### src/rtl/r4_ifft_seq.sv
// r4_ifft_seq: sequential radix-4 inverse butterfly.
// Accepts one block of four complex samples through a valid/ready handshake,
// then streams y0..y3 one per output handshake with full backpressure.
//
// Handshake semantics (both ports): a transfer happens on a rising edge where
// valid && ready are both high. A valid source holds its payload stable until
// that transfer. in_ready and out_last are decoded from registered state only,
// so there is no combinational path from in_valid or out_ready to any output.
module r4_ifft_seq #(
  parameter int W     = 4,
  parameter int SCALE = 0
) (
`ifdef USE_POWER_PINS
  inout  wire          vccd1,
  inout  wire          vssd1,
`endif
  input  logic         wb_clk_i,
  input  logic         wb_rst_i,
  input  logic         in_valid,
  output logic         in_ready,
  input  logic [W-1:0] ar0,
  input  logic [W-1:0] ai0,
  input  logic [W-1:0] ar1,
  input  logic [W-1:0] ai1,
  input  logic [W-1:0] ar2,
  input  logic [W-1:0] ai2,
  input  logic [W-1:0] ar3,
  input  logic [W-1:0] ai3,
  output logic         out_valid,
  input  logic         out_ready,
  output logic [W-1:0] out_re,
  output logic [W-1:0] out_im,
  output logic [1:0]   out_idx,
  output logic         out_last,
  output logic         busy
);

  typedef enum logic {IDLE = 1'b0, SEND = 1'b1} state_t;

  state_t       state, state_n;
  logic [W-1:0] smp_r [4];
  logic [W-1:0] smp_i [4];

  logic         cap;
  logic         out_valid_n;
  logic [1:0]   out_idx_n;
  logic [W-1:0] out_re_n, out_im_n;

  // Butterfly operand mux and output index being computed
  logic [W-1:0] src_r [4];
  logic [W-1:0] src_i [4];
  logic [1:0]   sel_k;
  logic [W+1:0] xr [4];
  logic [W+1:0] xi [4];
  logic [W+1:0] sum_re, sum_im;
  logic [W-1:0] y_re, y_im;

  // In IDLE the butterfly sees the incoming block (for y0); in SEND it sees the
  // captured samples and computes the next index.
  always_comb begin
    src_r[0] = ar0; src_i[0] = ai0;
    src_r[1] = ar1; src_i[1] = ai1;
    src_r[2] = ar2; src_i[2] = ai2;
    src_r[3] = ar3; src_i[3] = ai3;
    sel_k    = 2'd0;
    if (state == SEND) begin
      for (int k = 0; k < 4; k++) begin
        src_r[k] = smp_r[k];
        src_i[k] = smp_i[k];
      end
      sel_k = out_idx + 2'd1;
    end
  end

  // Sign-extend to W+2 bits and form the selected inverse-DFT output
  always_comb begin
    for (int k = 0; k < 4; k++) begin
      xr[k] = {{2{src_r[k][W-1]}}, src_r[k]};
      xi[k] = {{2{src_i[k][W-1]}}, src_i[k]};
    end
    sum_re = '0;
    sum_im = '0;
    case (sel_k)
      2'd0: begin
        sum_re = xr[0] + xr[1] + xr[2] + xr[3];
        sum_im = xi[0] + xi[1] + xi[2] + xi[3];
      end
      2'd1: begin
        sum_re = xr[0] - xi[1] - xr[2] + xi[3];
        sum_im = xi[0] + xr[1] - xi[2] - xr[3];
      end
      2'd2: begin
        sum_re = xr[0] - xr[1] + xr[2] - xr[3];
        sum_im = xi[0] - xi[1] + xi[2] - xi[3];
      end
      default: begin
        sum_re = xr[0] + xi[1] - xr[2] - xi[3];
        sum_im = xi[0] - xr[1] - xi[2] + xr[3];
      end
    endcase
    y_re = (SCALE != 0) ? sum_re[W+1:2] : sum_re[W-1:0];
    y_im = (SCALE != 0) ? sum_im[W+1:2] : sum_im[W-1:0];
  end

  // Next-state and next-output decode; everything holds unless a handshake fires
  always_comb begin
    state_n     = state;
    cap         = 1'b0;
    out_valid_n = out_valid;
    out_idx_n   = out_idx;
    out_re_n    = out_re;
    out_im_n    = out_im;
    case (state)
      IDLE: begin
        if (in_valid) begin
          cap         = 1'b1;
          out_re_n    = y_re;
          out_im_n    = y_im;
          out_idx_n   = 2'd0;
          out_valid_n = 1'b1;
          state_n     = SEND;
        end
      end
      SEND: begin
        if (out_ready) begin
          if (out_idx == 2'd3) begin
            out_valid_n = 1'b0;
            out_idx_n   = 2'd0;
            state_n     = IDLE;
          end else begin
            out_idx_n = out_idx + 2'd1;
            out_re_n  = y_re;
            out_im_n  = y_im;
          end
        end
      end
      default: state_n = IDLE;
    endcase
  end

  // State, output and sample registers; reset discards any block in flight
  always_ff @(posedge wb_clk_i) begin
    if (wb_rst_i) begin
      state     <= IDLE;
      out_valid <= 1'b0;
      out_idx   <= 2'd0;
      out_re    <= '0;
      out_im    <= '0;
      for (int k = 0; k < 4; k++) begin
        smp_r[k] <= '0;
        smp_i[k] <= '0;
      end
    end else begin
      state     <= state_n;
      out_valid <= out_valid_n;
      out_idx   <= out_idx_n;
      out_re    <= out_re_n;
      out_im    <= out_im_n;
      if (cap) begin
        smp_r[0] <= ar0; smp_i[0] <= ai0;
        smp_r[1] <= ar1; smp_i[1] <= ai1;
        smp_r[2] <= ar2; smp_i[2] <= ai2;
        smp_r[3] <= ar3; smp_i[3] <= ai3;
      end
    end
  end

  assign in_ready = (state == IDLE) && !wb_rst_i;
  assign busy     = (state == SEND);
  assign out_last = out_valid && (out_idx == 2'd3);

endmodule

### config.mk
export PLATFORM = sky130hd
export DESIGN_NAME = r4_ifft_seq
export DESIGN_NICKNAME = d
export VERILOG_FILES = /design/src/rtl/r4_ifft_seq.sv
export SDC_FILE = /design/constraint.sdc
export NUM_CORES = 1
export LEC_CHECK = 0
export CORE_MARGIN = 1.5
export CORE_UTILIZATION = 30
export CTS_BUF_LIST = sky130_fd_sc_hd__clkbuf_2
export DETAILED_ROUTE_END_ITERATION = 6
export HOLD_SLACK_MARGIN = 0.1
export SLEW_MARGIN = 20
export SYNTH_ARGS = -nofsm -noshare
export SYNTH_HDL_FRONTEND = slang
export SYNTH_SLANG_ARGS = --single-unit
export TNS_END_PERCENT = 20
### constraint.sdc
create_clock -name wb_clk_i -period 4.7 [get_ports wb_clk_i]
set_input_delay 0.47 -clock wb_clk_i [delete_from_list [all_inputs] [get_ports wb_clk_i]]
set_output_delay 0.47 -clock wb_clk_i [all_outputs]
set_load 0.03 [all_outputs]
Yosys cells after proc, flatten, opt, wreduce, memory -nomap -nowiden
Memories as Yosys holds them, arrays and structs flattened.
Index checks and enable logic that the tools add are counted.
{ "classes": {"addsub": 25, "eq_ne": 7, "muxes": 39, "bitwise": 9, "n_reduce_logical": 7} }
{ "ops": {"columns": ["cell", "count"], "rows": [
  ["4-bit two-way mux", 14],
  ["4-bit adder", 12],
  ["4-bit subtractor", 12],
  ["16-bit two-way mux", 2],
  ["4-bit case mux with 3 select lines", 2],
  ["4-bit case mux with 2 select lines", 2],
  ["1-bit two-way mux", 12],
  ["2-bit two-way mux", 4],
  ["1-bit bitwise OR", 8],
  ["2-bit != test (second input constant)", 3],
  ["3-bit AND reduction", 2],
  ["2-bit equality test (second input constant)", 2],
  ["1-bit case mux with 2 select lines", 2],
  ["2-bit case mux with 2 select lines", 1],
  ["2-bit by 1-bit adder with 2-bit output (second input constant)", 1],
  ["2-bit by 1-bit equality test with 1-bit output (second input constant)", 1],
  ["1-bit logical AND", 2],
  ["2-bit logical NOT", 1],
  ["2-bit by 1-bit != test with 1-bit output (second input constant)", 1],
  ["2-bit AND reduction", 1],
  ["1-bit logical NOT", 1],
  ["1-bit inverter", 1]
]} }
{ "word_totals": {"ff_bits": 12, "ramBits": 32, "out_inout_bits": 14, "memories": 2} }
{ "mem_list": {"columns": ["memory", "depth", "width", "read_ports", "rd_clocked_by_memory_dff", "write_ports", "line", "text"], "rows": [
  ["smp_i", 4, 4, 4, 0, 4, "42", "logic [W-1:0] smp_i [4];"],
  ["smp_r", 4, 4, 4, 0, 4, "41", "logic [W-1:0] smp_r [4];"]
]} }

Depth between registers and ports, before layout
Gate-level depths: netlist of the first run.
An unclocked memory read counts as a cell.
{ "logic_depth": {"ltp_word": 9, "mapped_depth": 17, "depth_no_buf": 14} }

Worst setup path after synthesis of the first run
OpenSTA, ideal clock, no wires.
{ "synth_timing": {"path_kind": "reg-to-reg", "from": "register state, in the netlist busy", "to": "register out_re[2]", "setup_ns": 0.132, "arrival_ns": 4.415, "required_time_ns": 4.568, "path_slack_ns": 0.153, "stages_incl_launch_ff": 17, "synth_period_minus_slack_ns": 4.547, "cell_sequence": "dfxtp_1 > buf_2 > buf_1 > buf_2 > mux2i_1 > inv_1 > fa_1 > inv_1 > fa_1 > inv_1 > ha_1 > fa_1 > xor2_1 > o211ai_1 > o31ai_1 > a221oi_1 > nor3_1"} }
{ "synth_between": {"elab_chain_len": 8} }
{ "synth_rtl": {"columns": ["item", "line", "text"], "rows": [
  ["start: declaration", "40", "state_t state, state_n;"],
  ["start signal: assignment", "154", "state <= state_n;"],
  ["16-bit two-way mux", "66", "if (state == SEND) begin"],
  ["4-bit adder (tied with other cells)", "97", "sum_re = xr[0] + xi[1] - xr[2] - xi[3];"],
  ["4-bit subtractor (tied with other cells) (2 in series)", "97", null],
  ["4-bit case mux with 3 select lines", "83", "case (sel_k)"],
  ["4-bit two-way mux", "126", "if (out_idx == 2'd3) begin"],
  ["4-bit two-way mux", "125", "if (out_ready) begin"],
  ["4-bit case mux with 2 select lines", "113", "case (state)"],
  ["end signal: assignment", "157", "out_re <= out_re_n;"],
  ["end: declaration", "31", "output logic [W-1:0] out_re,"]
]} }
Several ways; a longest one is shown, not always the timed one. The select of a mux whose other input is x is not followed.
A chain may end at the register's enable or synchronous reset.

Worst setup path after layout of the first run
{ "layout_timing": {"from": "register state, in the netlist busy", "to": "register out_im[3]"} }
{ "layout_between": {"elab_chain_len": 8} }
{ "layout_rtl": {"columns": ["item", "line", "text"], "rows": [
  ["16-bit two-way mux", "66", null],
  ["4-bit subtractor (tied with other cells) (2 in series)", "98", "sum_im = xi[0] - xr[1] - xi[2] + xr[3];"],
  ["4-bit adder (tied with other cells)", "98", null],
  ["4-bit case mux with 3 select lines", "83", null],
  ["4-bit two-way mux", "126", null],
  ["4-bit two-way mux", "125", null],
  ["4-bit case mux with 2 select lines", "113", null],
  ["end signal: assignment", "158", "out_im <= out_im_n;"],
  ["end: declaration", "32", "output logic [W-1:0] out_im,"]
]} }
Several ways; a longest one is shown, not always the timed one. The select of a mux whose other input is x is not followed.

==> impl_metrics.ini, run 1 <==
[final_layout]
layout.nets = 563
seq_area_um2 = 1200
stdcell_area_um2 = 5110
multi_input_comb_area_um2 = 2740
fillers = 1423
layout-drive-gt1-share = 0.0531
antenna_cells = 0
area_delta_synth_final_pct = 19.7
layoutNonFillerInstCount = 632

[clock_tree]
h-tree-depth = 2
numCtsBuffers = 5
clk_latency_ns = 0.48
cts_tree = built
hold_buffers = 0
cts-root-buf = clkbuf_2
clockBufferDepth = 2
postCtsSetupBuffers = 0
cts_resized = 0
clock_sinks = 44
clkTransAtPathRegs_ns = 0.25

[timing]
final-hold-violation-count = 0
fin_tns_setup_ns = 0
period_share = 0.862
min_period_ns = 4.05
skew_ns = 0.0332
setup_viol = 0
max-slew-margin-rel = 0.483
setup_ws_ns = 0.649
final_max_slew_viol_count = 0
rsz0062_at_grt = false
fmax_mhz = 247
worst_pin_slew_ns = 0.754

[synthesis]
syn-cell-area_um2 = 4270
syn_nets = 513
synth_warnings = 0
synth.distinct_cells = 46
synth_edf_count = 32
synth-async-reset-ratio = 0
synthFlopType = edfxtp_1
synth_cells = 401
syn_area_per_cell_um2 = 10.6
yosysSeqAreaShare = 0.281
ys_seq_elements = 44

[routing]
routed_wl_um = 9760
wl_per_cell_um = 15.4
drc = 0
drt-vias-per-instance = 4.55
initialDrtViolationCount = 149
drtAntennaViolNets = 0
dr.pass1.iters = 4
vias = 2878

[placed_design]
hpwlAfterDp_um = 8100
globalplace.congestion = 0.877
port_buffers = 49
placed_cell_area_um2 = 4990
numPlacedInstances = 624
post-place-ws_ns = 0.274

[min_path]
hold_end = out_im[2]
hold_depth = 2
hold_path_class = reg2reg
min_from = out_im[2]

[setup_path]
arrival_ns = 4.46
cp_cell_sequence = mux2i_1 -> inv_1 -> fa_1 -> inv_1 -> fa_1 -> inv_1 -> ha_1 -> inv_1 -> fa_1 -> xnor2_1 -> xnor2_1 -> xnor2_1 -> a222oi_1 -> o41ai_1
crit_slowest_cell = mux2i_1
startpoint_type = flop
critPathBufInv = 4
reg2reg_depth = 14
cp_common_cell = inv_1
end_kind = flop
cpPeakStageDelay_ns = 0.59
timing.rr.start = busy
r2r-end = out_im[3]
rrSetupSlack_ns = 0.65
cp_data_required_time_ns = 5.11
critical_path.max_fanout = 7
critical-path-top-delay-family = adder cells
path_class = reg2reg

[global_routing]
overflow = 0
grt_pass1_vias = 3058
grt_pass1_wl_um = 16100
track_usage = 0.142
grt_antenna_before_repair = 0
grt_max_degree = 33

[floorplanning]
io-pin-count = 50
start_util = 0.307
die_y_um = 122
die_x_um = 122
die_area_um2 = 15000
num_rows = 43
fp.coreArea_um2 = 13900

[power]
p_per_area_nw_per_um2 = 388
leakage_uw = 0.00223
peakVddDrop_mv = 0.164
power.total_uw = 1980

[job]
drv_cap = 0

[status]
status = finished, final reports clean
worst max-delay path by stage:
| stage | from | cells after the start | endpoint | slack (ns) |
|---|---|---|---|---|
| after floorplan | busy | 16 | out_re[2] | 0.15 |
| after global placement | ai1[0] | 15 | out_im[3] | 0.18 |
| after detailed placement | ai1[0] | 15 | out_im[3] | 0.27 |
| after CTS | busy | 14 | out_im[3] | 0.57 |
| after global routing | busy | 14 | out_im[3] | 0.31 |
| final | busy | 14 | out_im[3] | 0.65 |
cell families after synthesis:
kind of cell	synth area share
muxes	0.0759
adders and majority gates	0.307
and+or+nand+nor	0.0941
buffers and inverters	0.0765
AOI/OAI and AO/OA	0.0789
DFF	0.281
xor gates and xnor gates	0.0859
cells in the mapped netlist (all sizes together) (3+ instances only):
library cell,n,share of area
a21o,5,0.0088
dfxtp,12,0.056
a21oi,14,0.016
a211oi,4,0.0070
clkbuf,8,0.0070
nand3,4,0.0047
edfxtp,32,0.23
mux2i,27,0.068
inv,74,0.065
nand2,10,0.0088
and2,34,0.050
buf,4,0.0044
ha,28,0.082
xnor2,29,0.060
o21ai,3,0.0035
nor2,18,0.016
xor2,12,0.026
o22ai,8,0.012
mux2,3,0.0079
fa,48,0.23
sequential cells by signal, indices dropped and copies added (netlist names):
name,flops
busy,1
out_idx,2
out_im,4
out_re,4
out_valid,1
smp_i,16
smp_r,16
where the power goes:
part	internal (uW)	switching (uW)	leakage, uW	total (uW)
clock	196	141	0.0000632	337
sequential	456	18.1	0.000445	474
combinational	525	645	0.00172	1170
total	1180	805	0.00223	1980
worst reg2reg max path, stage by stage, from the launching register on:
cell and delay (ns):
dfxtp_2 0.50, mux2i_1 0.59, inv_1 0.21, fa_1 0.45
inv_1 0.10, fa_1 0.41, inv_1 0.07, ha_1 0.14
inv_1 0.05, fa_1 0.38, xnor2_1 0.25, xnor2_1 0.21
xnor2_1 0.19, a222oi_1 0.13, o41ai_1 0.31
per-layer routing:
metal,global-route usage,part of all wire
met3,0.0288,0.044
met5,0,0
met1,0.194,0.48
met4,0.0414,0.019
met2,0.229,0.46
final cells by class:
| class | instances | area share |
|---|---|---|
| flip-flops and latches | 44 | 0.235 |
| repair buffers | 55 | 0.107 |
| clock buffers | 5 | 0.00490 |
| inverters | 74 | 0.0544 |
| multi-input cells | 271 | 0.536 |
| clock inverters | 3 | 0.0176 |
| well taps | 180 | 0.0441 |
metrics by stage:
stage	hold slack [ns]	utilization
2_1_floorplan	0.542	-
3_3_place_gp	0.452	0.360
3_5_place_dp	0.453	0.360
4_1_cts	0.482	0.368
5_1_grt	0.495	0.368
6_report	0.482	0.368
placed cells by master (no fill, tap or decap), types with 2 or more instances in the layout:
cell             instances
inv_1                   73
clkdlybuf4s50_1         49
fa_1                    48
and2_1                  34
edfxtp_1                32
xnor2_1                 29
ha_1                    28
mux2i_1                 24
nor2_1                  18
a21oi_1                 14
xor2_1                  11
dfxtp_1                 11
nand2_1                 10
o22ai_1                  8
a21o_1                   5
clkbuf_2                 5
buf_4                    5
a211oi_1                 4
nand3_1                  4
mux2_2                   3
o21ai_0                  3
bufinv_16                3
a32oi_1                  2
a222oi_1                 2
mux2i_2                  2
and3_1                   2
No activity file was read; power rests on OpenSTA's default activity.
==> run 2, diff against run 1 <==
CORE_UTILIZATION = 50   (was 30)
PLACE_DENSITY = 0.73   (was not set)
==> run 2 against run 1 <==
Compared with the run above:
- worst hold slack got worse by 0.0044 ns
- clock power down 47%
- total power decreased by 9.3%
- sequential share of layout area increased by 0.85 points
- clock skew is 0.019 ns lower
- register-to-register slack got worse by 0.25 ns
- maximum frequency decreased by 5.8%
- utilization up 23 points
- critical endpoint unchanged
==> impl_metrics.ini, run 2 (synthesis gave the netlist of run 1 again) <==
[routing]
vias = 2937
routed_wl_um = 9320
drtAntennaViolNets = 0
wl_per_cell_um = 16.7
drc = 0
dr.pass1.iters = 5
initialDrtViolationCount = 131
drt-vias-per-instance = 5.26

[timing]
fin_tns_setup_ns = 0
hold_ws_ns = 0.478
min_period_ns = 4.30
final-hold-violation-count = 0
worst_pin_slew_ns = 0.667
fmax_mhz = 232
final_max_slew_viol_count = 0
setup_viol = 0
period_share = 0.915
skew_ns = 0.0146
max-slew-margin-rel = 0.544
setup_ws_ns = 0.398
rsz0062_at_grt = false

[setup_path]
crit_slowest_cell = dfxtp_4
path_class = reg2reg
end_kind = flop
cp_data_required_time_ns = 5.05
critical_path.max_fanout = 16
timing.rr.start = busy
arrival_ns = 4.66
cpPeakStageDelay_ns = 0.61
worstSetupStartpoint = busy
cp_cell_sequence = buf_4 -> mux2i_1 -> inv_1 -> fa_1 -> inv_1 -> fa_1 -> inv_1 -> ha_1 -> inv_1 -> fa_1 -> xnor2_1 -> xnor2_1 -> xnor2_1 -> a222oi_1 -> o41ai_1
startpoint_type = flop
cp_common_cell = inv_1

[final_layout]
layoutNonFillerInstCount = 558
layout_commonest_cell = inv_1
antenna_cells = 0
layout.nets = 564
reg_top3 = smp_i: 16 flops, smp_r: 16 flops
final_cell_mix = inv_1 (73), clkdlybuf4s50_1 (49), fa_1 (48)
post-route-util = 0.598
area_delta_synth_final_pct = 15.8
layout-drive-gt1-share = 0.0552

[global_routing]
overflow = 0
grt_max_degree = 33
grt_antenna_before_repair = 0
grt_pass1_wl_um = 15500
track_usage = 0.229
grt_pass1_vias = 3049

[clock_tree]
clockBufferDepth = 2
postCtsSetupBuffers = 0
clock_sinks = 44
clkTransAtPathRegs_ns = 0.26
numCtsBuffers = 5
h-tree-depth = 2
cts_resized = 0
clk_latency_ns = 0.43
cts_tree = built
hold_buffers = 0
cts-root-buf = clkbuf_2

[power]
peakVddDrop_mv = 0.149
leakage_uw = 0.00220
p_per_area_nw_per_um2 = 364

[floorplanning]
io-pin-count = 50
num_rows = 33
start_util = 0.517
die_x_um = 95.4
fp.coreArea_um2 = 8260
die_area_um2 = 9100
die_y_um = 95.4

[status]
status = finished, final reports clean

[placed_design]
port_buffers = 49
globalplace.congestion = 0.873
hpwlAfterDp_um = 7560
numPlacedInstances = 550
post-place-ws_ns = 0.324

[job]
drv_cap = 0

[min_path]
hold_path_class = reg2reg
min_from = out_im[2]
## run 2: cell types whose count changed in the layout (fill, tap and decap cells not counted), sizes merged
cell	change
bufinv	-3
clkinv	+3
buf	+1
## run 2: metal layers
layer,track usage,vias to the layer above,part of all wire
met5,0,-,0
met4,0.0662,0,0.018
met3,0.0303,12,0.050
met2,0.367,89,0.48
met1,0.326,1423,0.45
li1,-,1413,-
## run 2: cell type report
| cell class | instances | area, um^2 |
|---|---|---|
| fillers | 738 | 3320 |
| multi-input cells | 271 | 2740 |
| flip-flops and latches | 44 | 1200 |
| repair buffers | 56 | 543 |
| inverters | 74 | 278 |
| well taps | 105 | 131 |
| clock buffers | 5 | 25.0 |
| clock inverters | 3 | 18.8 |
## run 2: worst paths after layout
path / to / slack [ns] / depth (start not counted)
setup / recovery: out_im[3] / 0.40 / 15
hold / removal: out_im[2] / 0.48 / 2
setup reg to reg: out_im[3] / 0.40 / 15
hold reg to reg: out_im[2] / 0.48 / 2
## run 2: critical path: cells and delay by family, from the launching register on
kind                     cells  cell delay (ns)
buffers and inverters        5             0.68
multiplexers                 1             0.57
XOR/XNOR                     3             0.52
adder cells (fa/ha/maj)      4             1.40
AO/OA/AOI/OAI                2             0.44
flip-flops                   1             0.61
## run 2: metrics by stage
step                      total power, uW  cell area, um^2
after CTS                            1810             4940
after global routing                 1960             4940
after floorplan                      1320             4270
after global placement               1610             4890
final                                1800             4940
after detailed placement             1630             4890
## run 2: power breakdown
group	switching, uW	internal, uW
registers	22.2	456
clock network	141	36.3
logic	620	522
==> run 3, diff against run 2 <==
GPL_ROUTABILITY_DRIVEN = 0   (was not set)
PLACE_DENSITY = 0.72   (was 0.73)
==> run 3 against run 2 <==
Compared with the run above:
- critical path depth decreased by 2
- final area about the same
- first-iteration DRC count decreased by 7.6%
- largest cell class unchanged
- highest routed layer unchanged
==> impl_metrics.ini, run 3 (synthesis gave the netlist of run 1 again) <==
[status]
status = finished, final reports clean

[timing]
skew_ns = 0.0139
rsz0062_at_grt = false
min_period_ns = 4.27
setup_ws_ns = 0.432
setup_viol = 0
fin_tns_setup_ns = 0
period_share = 0.908
fmax_mhz = 234
worst_pin_slew_ns = 0.705
hold_ws_ns = 0.482
final-hold-violation-count = 0
max-slew-margin-rel = 0.517
final_max_slew_viol_count = 0

[routing]
dr.pass1.iters = 4
wl_per_cell_um = 16.2
vias = 2892
drc = 0
drtAntennaViolNets = 0
routed_wl_um = 9020
initialDrtViolationCount = 121
drt-vias-per-instance = 5.18

[floorplanning]
num_rows = 33
die_area_um2 = 9100
start_util = 0.517
die_x_um = 95.4
io-pin-count = 50
fp.coreArea_um2 = 8260
die_y_um = 95.4

[clock_tree]
cts_tree = built
numCtsBuffers = 5
cts-root-buf = clkbuf_2
cts_resized = 0
clockBufferDepth = 2
clock_sinks = 44
clkTransAtPathRegs_ns = 0.25
h-tree-depth = 2
hold_buffers = 0
postCtsSetupBuffers = 0
clk_latency_ns = 0.43

[global_routing]
track_usage = 0.219
grt_antenna_before_repair = 0
grt_pass1_wl_um = 15000
overflow = 0
grt_max_degree = 33
grt_pass1_vias = 3021

[min_path]
hold_path_class = reg2reg
min_from = out_valid

[setup_path]
startpoint_type = flop
path_class = reg2reg
timing.rr.start = busy
cp_data_required_time_ns = 5.06
arrival_ns = 4.63
crit_slowest_cell = dfxtp_2
end_kind = flop
cpPeakStageDelay_ns = 0.80
worstSetupStartpoint = busy
cp_cell_sequence = buf_4 -> mux2i_1 -> fa_1 -> fa_1 -> inv_1 -> ha_1 -> inv_1 -> fa_1 -> xnor2_1 -> xnor2_1 -> xnor2_1 -> a222oi_1 -> o41ai_1
critPathBufInv = 3
critical-path-top-delay-family = adder cells
critical_path.max_fanout = 22

[placed_design]
post-place-ws_ns = 0.517
port_buffers = 49
hpwlAfterDp_um = 7330

[final_layout]
layout.nets = 564
final_cell_mix = inv_1 (73), clkdlybuf4s50_1 (49), fa_1 (48)
area_delta_synth_final_pct = 15.7
reg_top3 = smp_i: 16 flops, smp_r: 16 flops
multi_input_comb_area_um2 = 2740
layout_commonest_cell = inv_1
layout-drive-gt1-share = 0.0552
seq_area_um2 = 1200
fillers = 705
antenna_cells = 0

[job]
drv_cap = 0

[power]
leakage_uw = 0.00220
p_per_area_nw_per_um2 = 366
share_comb_of_total_power = 0.637
peakVddDrop_mv = 0.150
p_int_uw = 1020
power.total_uw = 1810
power_frac_seq = 0.266
power_switching_uw = 785
pwr-share-clk = 0.098
power_switching_share = 0.435
-- run 3: power groups by stage --
stage | combinational, uW | clock [uW] | sequential (uW)
floorplan | 809 | 0 | 513
global placement | 1110 | 0 | 486
detailed placement | 1140 | 0 | 489
CTS | 1150 | 182 | 480
global route | 1280 | 197 | 485
finish | 1150 | 176 | 479
-- run 3: metal layers --
layer  wire length (um)  track usage  share of wire  vias to the layer above
met2               4510        0.381           0.50                       71
met4                178       0.0588          0.020                        0
met5                  0            0              0                        -
met1               3980        0.287           0.44                     1400
li1                   -            -              -                     1409
met3                352       0.0319          0.039                       12
-- run 3: tightest hold or removal path, delay by kind of cell, from the launching register on --
kind | cells | cell delay (ns)
AOI/OAI and AO/OA | 1 | 0.05
DFF | 1 | 0.37
and+or+nand+nor | 1 | 0.05
-- run 3: area by class of cell --
| cell class | instances | share of cell area |
|---|---|---|
| clock buffer | 6 | 0.00608 |
| clock inverter | 2 | 0.00253 |
| inverter | 74 | 0.0563 |
| multi-input combinational | 271 | 0.555 |
| sequential | 44 | 0.244 |
| tap | 105 | 0.0266 |
| timing repair buffer | 56 | 0.110 |
-- run 3: path summary, 6_finish.rpt --
check | end | slack [ns] | cells after the start
worst min-delay path | out_valid | 0.48 | 2
worst min register to register | out_valid | 0.48 | 2
worst max-delay path | out_im[3] | 0.43 | 13
worst max register to register | out_im[3] | 0.43 | 13
-- run 3: through the flow --
| stage | util | cell area [um^2] | instances |
|---|---|---|---|
| after CTS | 0.598 | 4940 | 558 |
| after global routing | 0.598 | 4940 | 558 |
| after detailed placement | 0.593 | 4890 | 550 |
| final | 0.598 | 4940 | 558 |
| after floorplan | - | 4270 | 401 |
| after global placement | 0.593 | 4890 | 550 |
==> edit 1: new RTL, config.mk and constraints of run 1 <==
Set the parameter `W` to 6 (it was 4).
--- a/src/rtl/r4_ifft_seq.sv
+++ b/src/rtl/r4_ifft_seq.sv
@@ -7,7 +7,7 @@
 // that transfer. in_ready and out_last are decoded from registered state only,
 // so there is no combinational path from in_valid or out_ready to any output.
 module r4_ifft_seq #(
-  parameter int W     = 4,
+  parameter int W     = 6,
   parameter int SCALE = 0
 ) (
 `ifdef USE_POWER_PINS
Ports: changed (10 resized); port bits go from 50 to 70. No check against the original RTL was run, so the function may have changed too.
==> edit 1 against run 1 <==
  * Power is 59% higher
  * Clock skew is 11 ps higher
  * Cell count is 59% higher
  * Sequential cell count is 20 higher
  * Worst setup slack worse by 240 ps
  * Synthesized cell count is 60% higher
  * Design area is 54% higher
  * Highest routed layer unchanged
  * Global-route usage is 0.81 points higher
  * Synthesized area is 57% higher
  * Core utilization is 0.64 points lower
  * Routed wire length is 65% higher
  * Largest cell class unchanged
  * Count of clock-buffer cells in the layout is 5 higher
==> edit 1: results (changes against run 1) <==
- The post-CTS setup-driven buffer insertion count is 0 (unchanged).
- The number of optimization iterations in the first detailed-route pass was 5 (+1).
- The run finished with clean final reports.
- The count of flip-flops with a built-in enable after synthesis was 48 (+50%).
- The wire length of the first global-routing pass is 27000 um (+68%).
- The static leakage was 3.74 nW (+68%).
- Among all flip-flop cells after synthesis, the most frequent one is sky130_fd_sc_hd__edfxtp_1.
- The number of fillers in the final layout came to 2262 (+59%).
- The register bit count reported by yosys came to 64 (+45%).
- The total net switching power was 1.38 mW (+72%).
- The pin count of the biggest net entering global routing came to 52 (+58%).
- The via count of the first global-routing pass is 5042 (+65%).
- The detailed-route via count is 4599 (+60%).
- The buffer depth of the longest clock path is 2 (unchanged).
- The final net count was 895 (+59%).
- The worst-case headroom to the max-slew limit was 49.0% (+0.67 points).
- In this run the critical register-to-register path is captured at out_im[5].
- The detailed placement HPWL is 13200 um (+63%).
- The number of buffers created by CTS is 9 (+4).
- The largest voltage drop on the vdd net came to 0.138 mV (-16%).
- The minimum setup slack among reg-to-reg paths is 410 ps (-240 ps).
- The worst path arrival time is 4790 ps (+330 ps).
- The worst setup path is of the reg2reg kind.
- Ranked by instance count, the synthesized netlist is headed by sky130_fd_sc_hd__inv_1, sky130_fd_sc_hd__fa_1, sky130_fd_sc_hd__and3_1.
- Ranked by total cell area, the synthesized netlist is headed by sky130_fd_sc_hd__fa_1, sky130_fd_sc_hd__edfxtp_1, sky130_fd_sc_hd__ha_1, sky130_fd_sc_hd__inv_1, sky130_fd_sc_hd__mux2i_1.
- The initial antenna violation count is 1 (+1).
- The delay of the slowest cell on the worst path is 750 ps (+160 ps).
- The sequential area share after synthesis is 26.3% (-1.8 points).
- The reg-to-reg critical path startpoint is busy.
- The final routed wirelength across all metal layers is 16100 um (+65%).
- The layout cell share with drive strength beyond 1 was 5.96% (+0.65 points).
- The number of DRC markers in iteration 0 is 206 (+38%).
- The number of maximum-capacitance constraint violations is 0 (unchanged).
- The count of cell types in the netlist is 46 (unchanged).
- The insertion delay to the later sink of the worst-skew pair is 590 ps (+110 ps).
- The final clock skew is 44.4 ps (+11.2 ps).
- The global routing usage summed across all routing layers was 15.0% (+0.81 points).
- The maximum fanout encountered on the critical timing path was 33 (+26).
- The share of flip-flops with an asynchronous set or reset after synthesis is 0% (unchanged).
- The final weighted congestion of routability-driven global placement is 0.833 (-5.1%).
- The H-tree level count was 3 (+1).
- The number of port buffers is 69 (+41%).
- The hold path startpoint is out_im[2].
- In this run the worst hold path is classified as reg2reg.
- In the final layout, the registers with the most flip-flops are smp_i x24, smp_r x24.
- The clock-pin slew on the worst setup and hold paths is 210 ps (-40 ps).
- The root buffer cell chosen for the clock tree is sky130_fd_sc_hd__clkbuf_2.
- The cell depth of the worst flop-to-flop path is 14 (unchanged).
- On the critical path, the stage with the largest delay is an instance of sky130_fd_sc_hd__dfxtp_4.
- The net count after synthesis is 820 (+60%).
- The critical path starts at busy.
- The count of synthesis-stage warnings from yosys is 0 (unchanged).
## edit 1: how the worst min path moves through the flow
stage | to | slack (ps) | depth (start not counted)
final | out_im[2] | 460 | 2
after global routing | out_re[0] | 490 | 2
after CTS | out_im[2] | 470 | 2
after detailed placement | out_im[2] | 440 | 2
after global placement | out_im[2] | 440 | 2
after floorplan | out_re[0] | 580 | 2
## edit 1: power groups by stage
stage	sequential, mW	clock [mW]	combinational, mW
6_report	0.708	0.340	2.11
5_1_grt	0.719	0.372	2.41
4_1_cts	0.713	0.354	2.13
3_5_place_dp	0.726	0	2.12
3_3_place_gp	0.724	0	2.09
2_1_floorplan	0.760	0	1.55
## edit 1: layout make-up
class / count / area share [%]
antenna: 1 / 0.0317
clock buffer: 10 / 0.634
clock inverter: 5 / 0.618
inverter: 132 / 6.28
multi-input combinational: 422 / 54.9
sequential: 64 / 22.4
tap: 280 / 4.44
timing repair buffer: 88 / 10.7
## edit 1: layer usage
| metal | wire length, um | GRT usage, % | vias up |
|---|---|---|---|
| li1 | - | - | 2258 |
| met1 | 7070 | 19.3 | 2236 |
| met2 | 8060 | 25.7 | 88 |
| met3 | 669 | 2.45 | 17 |
| met4 | 348 | 5.04 | 0 |
| met5 | 0 | 0 | - |
## edit 1: kinds of logic after synthesis
kind of cell    synth area share (%)
fa+ha+maj                       32.6
flops                           26.3
simple gates                    7.47
buf+inv                         8.96
mux                             7.32
xor+xnor                        7.67
compound gates                  9.67
## edit 1: stage by stage
stage	cell area, sq um	total power [mW]	util, %	std cells	setup WS [ps]
floorplan	6690	2.31	-	642	24.5
global route	7890	3.50	36.2	1002	108
CTS	7890	3.20	36.2	1001	325
finish	7890	3.16	36.2	1002	408
detailed placement	7790	2.85	35.7	986	343
global placement	7790	2.81	35.7	986	400
==> edit 2: new RTL, config.mk and constraints of run 1 <==
Without the edit above. Make the reset (`wb_rst_i`) asynchronous in one clocked block.
--- a/src/rtl/r4_ifft_seq.sv
+++ b/src/rtl/r4_ifft_seq.sv
@@ -139,7 +139,7 @@
   end
 
   // State, output and sample registers; reset discards any block in flight
-  always_ff @(posedge wb_clk_i) begin
+  always_ff @(posedge wb_clk_i or posedge wb_rst_i) begin
     if (wb_rst_i) begin
       state     <= IDLE;
       out_valid <= 1'b0;
Formal check against the unedited RTL: differs if wb_rst_i is asserted again (counterexample within 4 cycles, from zero or initial values and one cycle with wb_rst_i high); with wb_rst_i held inactive, the same outputs for 4 cycles.
==> edit 2 against run 1 <==
  * Sequential share of layout area shrank 1.8 points
  * Sequential cell count is the same
  * Global-route usage grew 0.54 points
  * Design area shrank 0.88%
  * Synthesized area grew 0.53%
  * Clock skew shrank 7.9 ps
  * Routed wire length grew 2.1%
  * Worst setup slack lost 62 ps
  * Largest cell class unchanged
Power is not shown: default switching activity piles up to over one toggle a cycle in this logic, so the estimate is an artifact.
==> edit 2: results (changes against run 1) <==
- The run finished with clean final reports.
- The routed wire length per instance is 14.2 um (-8.0%).
- The min-delay analysis places its worst path in the category in2async.
- The global routing usage on met2 is 23.8% (+0.98 points).
- The slowest stage cell on the critical path is sky130_fd_sc_hd__dfrtp_2.
- The number of DRC markers in iteration 0 is 154 (+3.4%).
- The worst path arrival time is 4550 ps (+90 ps).
- The routed wire length on met2 is 4700 um (+5.6%).
- The total placed cells including tap cells came to 693 (+11%).
- The total length of routed met3 wires is 347 um (-19%).
- The number of instances in the synthesized netlist is 469 (+17%).
- The minimum setup slack among reg-to-reg paths is 590 ps (-60 ps).
- The delay of the slowest cell on the worst path came to 860 ps (+270 ps).
- The count of cell types in the netlist is 31 (-33%).
- The via count of the first global-routing pass is 3241 (+6.0%).
- The global routing usage summed across all routing layers is 14.8% (+0.54 points).
- The count of placed standard cells in the final layout, fillers left out was 701 (+11%).
- The most used flip-flop cell after synthesis is sky130_fd_sc_hd__dfrtp_1.
- The met1 track demand over resource in global routing was 19.7% (+0.30 points).
- The reg-to-reg critical path startpoint is busy.
- The number of fillers in the final layout is 1427 (+0.28%).
- The cell depth of the worst flop-to-flop path is 12 (-2).
- The commonest cells after synthesis are sky130_fd_sc_hd__nand2_1, sky130_fd_sc_hd__inv_1, sky130_fd_sc_hd__fa_1.
- The final clock skew is 25.4 ps (-7.85 ps).
- Yosys attributes the largest share of cell area to sky130_fd_sc_hd__dfrtp_1, sky130_fd_sc_hd__fa_1, sky130_fd_sc_hd__nand2_1, sky130_fd_sc_hd__ha_1, sky130_fd_sc_hd__inv_1.
- The insertion delay to the later sink of the worst-skew pair came to 510 ps (+30 ps).
- The layout cell share with drive strength beyond 1 was 4.99% (-0.32 points).
- The sequential area share after synthesis is 25.7% (-2.5 points).
- The wire length of the first global-routing pass is 16700 um (+3.5%).
- The wire length on met1 is 4720 um (+0.53%).
- The final net count is 632 (+12%).
- The final weighted congestion of routability-driven global placement is 0.913 (+4.1%).
- The cell area reported after detailed placement is 5020 sq um (+0.63%).
- The detailed placement HPWL was 8060 um (-0.40%).
- The net count after synthesis was 581 (+13%).
- The pin count of the biggest net entering global routing is 45 (+36%).
- The worst-case headroom to the max-slew limit came to 41.1% (-7.2 points).
- The via count normalized by instance count is 4.53 (-0.41%).
- The met3 track demand over resource was 2.56% (-0.33 points).
## edit 2: cell types whose count changed after synthesis, moves of 3 or more
cell,run 1,this run
sky130_fd_sc_hd__and2_1,34,1
sky130_fd_sc_hd__nand2_1,10,120
sky130_fd_sc_hd__dfrtp_1,0,44
sky130_fd_sc_hd__xor2_1,11,18
sky130_fd_sc_hd__nor2_1,18,7
sky130_fd_sc_hd__a211oi_1,4,0
sky130_fd_sc_hd__o221ai_1,0,3
sky130_fd_sc_hd__dfxtp_1,12,0
sky130_fd_sc_hd__xnor2_1,29,24
sky130_fd_sc_hd__o21ai_0,3,9
sky130_fd_sc_hd__clkbuf_1,8,13
sky130_fd_sc_hd__edfxtp_1,32,0
## edit 2: stage by stage
stage          utilization (%)  worst slack [ps]
2_1_floorplan                -               450
3_3_place_gp              36.1               749
3_5_place_dp              36.1               636
4_1_cts                   36.3               574
5_1_grt                   36.3               334
6_report                  36.3               587
## edit 2: cell families after synthesis
logic type	after synthesis	share of synthesized area [%]
simple gates	140	12.8
compound gates	45	6.59
fa+ha+maj	76	30.6
flops	44	25.7
xor+xnor	43	8.95
buf+inv	91	8.22
mux	30	7.17
## edit 2: final cells by class
type	count	area (sq um)	area share, %
clock buffer	5	25.0	0.494
clock inverter	3	13.8	0.272
inverter	74	278	5.49
multi-input combinational	334	2840	56.1
sequential	44	1100	21.8
tap	180	225	4.45
timing repair buffer	61	581	11.5
## edit 2: how the worst max path moves through the flow
stage                     end  start  cells after the start
floorplan           out_re[3]   busy                     16
global placement    out_im[3]   busy                     12
detailed placement  out_im[3]   busy                     12
CTS                 out_im[3]   busy                     12
global route        out_im[3]   busy                     12
finish              out_im[3]   busy                     12
